### src/rtl/nibbler_button_port.sv
// Pushbutton input port for the Nibbler CPU.
// Each button is synchronised and debounced. A rising debounced level is
// captured as a sticky press flag. A CPU read returns either the live levels
// or the press flags. In latch mode, a read clears the flags it returned.
// irq is the OR of the masked press flags.
//
// Handshake: a read is accepted on a rising clk edge when rdEn & phase.
// dataOut then updates one cycle later and holds that value until the next
// accepted read. The port never stalls, so it has no ready signal.
module nibbler_button_port #(
  parameter int CHANNELS        = 4,
  parameter int SYNC_STAGES     = 2,
  parameter int DEBOUNCE_CYCLES = 16,
  parameter int LATCH_MODE      = 1
) (
  input  logic                clk,
  input  logic                reset,
  input  logic [CHANNELS-1:0] buttonsRaw,
  input  logic                phase,
  input  logic                rdEn,
  input  logic [CHANNELS-1:0] irqMask,
  output logic [CHANNELS-1:0] dataOut,
  output logic [CHANNELS-1:0] level,
  output logic [CHANNELS-1:0] pressFlags,
  output logic                irq
);

  localparam int CW = $clog2(DEBOUNCE_CYCLES + 1);
  localparam logic [CW-1:0] CNT_MAX = CW'(DEBOUNCE_CYCLES - 1);

  logic [CHANNELS-1:0] sync_q [SYNC_STAGES];
  logic [CHANNELS-1:0] sync_out;
  logic [CW-1:0]       cnt_q [CHANNELS];
  logic [CW-1:0]       cnt_d [CHANNELS];
  logic [CHANNELS-1:0] level_d;
  logic [CHANNELS-1:0] new_press;
  logic [CHANNELS-1:0] flags_d;
  logic [CHANNELS-1:0] data_d;
  logic                irq_d;
  logic                rd_acc;

  assign sync_out = sync_q[SYNC_STAGES-1];
  assign rd_acc   = rdEn & phase;

  // Synchroniser shift chain. Stage 0 samples the raw asynchronous inputs.
  always_ff @(posedge clk or posedge reset) begin
    if (reset) begin
      for (int s = 0; s < SYNC_STAGES; s++) sync_q[s] <= '0;
    end else begin
      sync_q[0] <= buttonsRaw;
      for (int s = 1; s < SYNC_STAGES; s++) sync_q[s] <= sync_q[s-1];
    end
  end

  // Debounce counters. Any cycle where the input agrees with level restarts
  // the count. The count never goes past CNT_MAX, so it cannot overflow.
  always_comb begin
    level_d = level;
    for (int i = 0; i < CHANNELS; i++) begin
      cnt_d[i] = '0;
      if (sync_out[i] != level[i]) begin
        if (cnt_q[i] == CNT_MAX) begin
          level_d[i] = sync_out[i];
        end else begin
          cnt_d[i] = cnt_q[i] + 1'b1;
        end
      end
    end
  end

  // Press flags, read data and irq for the next cycle. When a new press and
  // a clearing read occur in the same cycle, the new press keeps its flag.
  always_comb begin
    new_press = level_d & ~level;
    flags_d   = pressFlags | new_press;
    data_d    = dataOut;
    if (rd_acc) begin
      data_d = (LATCH_MODE != 0) ? pressFlags : level;
      if (LATCH_MODE != 0) flags_d = (pressFlags & ~pressFlags) | new_press;
    end
    irq_d = |(flags_d & irqMask);
  end

  // State registers for the counters, levels, flags, read data and irq.
  always_ff @(posedge clk or posedge reset) begin
    if (reset) begin
      for (int i = 0; i < CHANNELS; i++) cnt_q[i] <= '0;
      level      <= '0;
      pressFlags <= '0;
      dataOut    <= '0;
      irq        <= 1'b0;
    end else begin
      for (int i = 0; i < CHANNELS; i++) cnt_q[i] <= cnt_d[i];
      level      <= level_d;
      pressFlags <= flags_d;
      dataOut    <= data_d;
      irq        <= irq_d;
    end
  end

endmodule
### config.mk
export PLATFORM = sky130hd
export DESIGN_NAME = nibbler_button_port
export DESIGN_NICKNAME = d
export VERILOG_FILES = /design/src/rtl/nibbler_button_port.sv
export SDC_FILE = /design/constraint.sdc
export NUM_CORES = 1
export LEC_CHECK = 0
export CAP_MARGIN = 30
export CORE_MARGIN = 1.5
export CORE_UTILIZATION = 55
export CTS_BUF_LIST = sky130_fd_sc_hd__clkbuf_8
export DETAILED_ROUTE_END_ITERATION = 10
export HOLD_SLACK_MARGIN = 0.02
export PLACE_DENSITY = 0.81
export SKIP_LAST_GASP = 1
export SLEW_MARGIN = 20
export SYNTH_ARGS = -nofsm -noshare
export SYNTH_HDL_FRONTEND = slang
export SYNTH_SLANG_ARGS = --single-unit
### constraint.sdc
create_clock -name clk -period 2.79 [get_ports clk]
set_input_delay 0.558 -clock clk [delete_from_list [all_inputs] [get_ports clk]]
set_output_delay 0.558 -clock clk [all_outputs]
set_load 0.005 [all_outputs]
# Yosys cells after proc, flatten, opt, wreduce, memory -nomap -nowiden

Index checks and enable logic that the tools add are counted.

Bits in registers: 41
Input port bits: 12
Output and inout port bits: 13
Word-level logic and storage cells: 48

Add/subtract/negate cells: 4
Equal/unequal tests: 8
Multiplexer cells: 17
Bitwise operators: 8
Reductions and logical operators: 1

Operator list:

| cell                | count |
|---|---|
| $mux 5              | 8 |
| $add 5x1->5 const B | 4 |
| $eq 5x4->1 const B  | 4 |
| $and 4x4->4         | 3 |
| $mux 1              | 8 |
| $not 4->4           | 2 |
| $or 4x4->4          | 2 |
| $mux 4              | 1 |
| $ne 1x1->1          | 4 |
| $reduce_or 4->1     | 1 |
| $and 1x1->1         | 1 |

# Depth between registers and ports, before layout

Depth after elaboration: 8
Depth in mapped cells: 5

# Worst setup path before layout

No wires, ideal clock.

Path kind: input to register
Start: input rdEn
End: register dataOut[0]
Setup time: 0.125 ns
Data arrival time: 1.093 ns
Data required time: 2.665 ns
Path slack: 1.573 ns
Cell stages on the path: 2
Buffers on the path: 0
Path through: nand2_1 -> mux2_2

Cells in the longest elaborated chain, start to end: 1

Ends and longest elaborated chain:

| element                | RTL line | text |
|---|---|---|
| start: declaration     | 20       | `input logic rdEn,` |
| $and 1x1->1            | 43       | `assign rd_acc = rdEn & phase;` |
| end signal: assignment | 96       | `dataOut <= data_d;` |
| end: declaration       | 22       | `output logic [CHANNELS-1:0] dataOut,` |

Every way passes these cells.
A chain may end at the register's enable or synchronous reset.

# Worst setup path in the final report

Start: register level[3]
End: output level[3]

RTL lines:

| element                  | RTL line | text |
|---|---|---|
| start: declaration       | 23       | `output logic [CHANNELS-1:0] level,` |
| start signal: assignment | 94       | `level <= level_d;` |

No word-level cell between the ends.

==> reports/metrics.cfg <==
[run_status]
status=finished, final reports clean

[clocking]
cts-htree-levels=2
clock_sinks=41
root_buffer=clkbuf_8
cts_buffers=5
max-clock-path-buffers=2
cts_hold_repair.buffers=0
cts_resized=0
clkLatencyLatePin_ns=0.29
path_clk_slew_ns=0.07
tritoncts=yes
postCtsSetupRepairBufs=0

[sta]
finalCritPeriodShare_pct=65.7
slew_headroom_pct=66.9
holdWs_ns=0.359
min_period_ns=1.83
fmax_mhz=546
worst_pin_slew_ns=0.496
fin_skew_ns=0.0114
setup_violations=0
rsz0062_at_grt=false
hold_viol=0
finalSetupTns_ns=0
slew_violations=0

[global_routing]
grt_overflow=0
grt_pass1_wl_mm=4.81
antenna_found_initial=0
track_usage_pct=20.3
grt_max_degree=42
grt_pass1_vias=1053

[setup_path]
slowest_delay_ns=0.54
reg2reg_slack_ns=1.42
crit_chain=clkdlybuf4s50_1
critPathCaptureType=primary output
crit_type=register to primary output
cp_num_buf_inv=1
arrival_ns=1.27
startpoint_type=register
worst_path_max_delay_cell=clkdlybuf4s50_1
cp_top_family=buffers and inverters
cp.required_ns=2.23
critical_path.max_fanout=4

[power]
p_comb_share_pct=5.4
power_density_mw_per_mm2=578
swShare_pct=20.2
p_switching_uw=236
ir_drop_v=0.000696
intPower_uw=933
p_seq_share_pct=53.8
power_uw=1170
clockPowerShare_pct=40.8
p_leak_uw=0.00103

[synth]
synth_compound_area_share_pct=5.48
yosysWarnings=0
synth_mux_area_share_pct=5.56
avgSynthCellArea_um2=13.6
synth_xor_area_share_pct=6.49
syn_inst=119
yosys.area.top_type_share_pct=63.3
synth_top_cell_by_area=dfrtp_1
synth_fp_nets=135
synth_seq_cells=41
synth_top_family_by_area=simple AND/OR/NAND/NOR gates
synthAdderAreaFrac_pct=3.09
synth-seq-area-share_pct=63.3
synthSimpleGateAreaFrac_pct=15.4
synthTopCellsByArea=dfrtp_1 63%, xor2_1 6.5%, mux2_2 5.6%
syn_area_mm2=0.00162
ys_types=19

[die]
rows=19
core_mm2=0.00278
dieArea_mm2=0.00328
fp.dieW_um=57.3
start_util_pct=58.3
die_height_um=57.3
io_pins=25

[final_layout]
layout-drive-gt1-share_pct=16.4
fin_util_pct=72.7
n_fill_cell=206
nNetsFinal=167
final_cells=183
mostFrequentLayoutCell=dfrtp_1
final_cell_mix=41 x dfrtp_1, 24 x clkdlybuf4s50_1, 14 x nor2_1, 12 x xor2_1, 8 x mux2_2
diodes=0
areaGrowthSynthToFinish_pct=24.9

[flow_run]
drv_cap=0

[worst_hold_path]
worstHoldPathType=register to register

[routing]
drtAntennaViolNets=0
drtIter0Drc=28
dr.pass1.iters=4
wl_per_cell_um=15.8
vias=986
wl_mm=2.89
viasPerCell=5.39
drc=0

[placement]
dp_hpwl_mm=2.05
dp_cells=175
place.gp.congestion=0.756
port_buffers=24

final cells by class:
type	instances	area [µm²]	area share [%]
inverters	3	11.3	0.557
flip-flops and latches	41	1030	50.7
clock inverters	2	33.8	1.67
repair buffers	25	248	12.2
well taps	31	38.8	1.92
clock buffers	6	82.6	4.08
multi-input cells	75	583	28.8
kinds of logic after synthesis:
group | count (synthesis)
xor gates and xnor gates | 12
buffers and inverters | 3
DFF | 41
muxes | 8
and+or+nand+nor | 38
adders and majority gates | 4
AOI/OAI and AO/OA | 13
metal layers:
metal | share of wire, % | GRT usage [%] | up-vias | wire length, µm
met2 | 51 | 33.2 | 26 | 1480
li1 | - | - | 471 | -
met5 | 0 | 0 | - | 0
met3 | 3.7 | 4.99 | 7 | 108
met1 | 43 | 25.1 | 482 | 1240
met4 | 2.3 | 11.0 | 0 | 66
power groups by stage:
stage / Combinational [µW] / Clock (µW) / Sequential (µW)
after CTS: 64.7 / 491 / 629
after global placement: 60.4 / 0 / 638
after detailed placement: 63.9 / 0 / 640
after global routing: 73.2 / 511 / 632
after floorplan: 36.7 / 0 / 636
final: 62.9 / 477 / 629
per-stage QoR:
stage	area (µm²)	setup WS, ns
6_report	2020	0.958
5_1_grt	2020	0.889
4_1_cts	2020	0.935
3_5_place_dp	1910	1.04
3_3_place_gp	1910	1.10
2_1_floorplan	1620	1.29
worst paths after layout:
check                      startpoint          end  depth (start not counted)
min in group asynchronous       reset   dataOut[0]                          3
max                          level[3]     level[3]                          1
max in group asynchronous       reset     level[3]                          3
min reg2reg                 sync_q[4]  sync_out[0]                          0
max reg2reg                 cnt_q[10]     level[1]                          4
min                         sync_q[4]  sync_out[0]                          0
flip-flops by register name, summed over array words and instances (netlist names):
signal,flops
cnt_q,20
dataOut,4
level,4
pressFlags,4
sync_out,4
sync_q,4
irq,1
Yosys cell counts:
cell,count
a21o_1,3
a21o_2,1
a22o_1,2
a22oi_1,2
and2_1,6
and3_1,3
and3_2,1
dfrtp_1,41
ha_1,4
inv_1,3
mux2_2,8
nand2_1,1
nand3_1,6
nand3_2,3
nor2_1,14
nor4b_2,3
nor4b_4,1
o21ai_0,5
xor2_1,12
(Power assumes the default switching activity.)
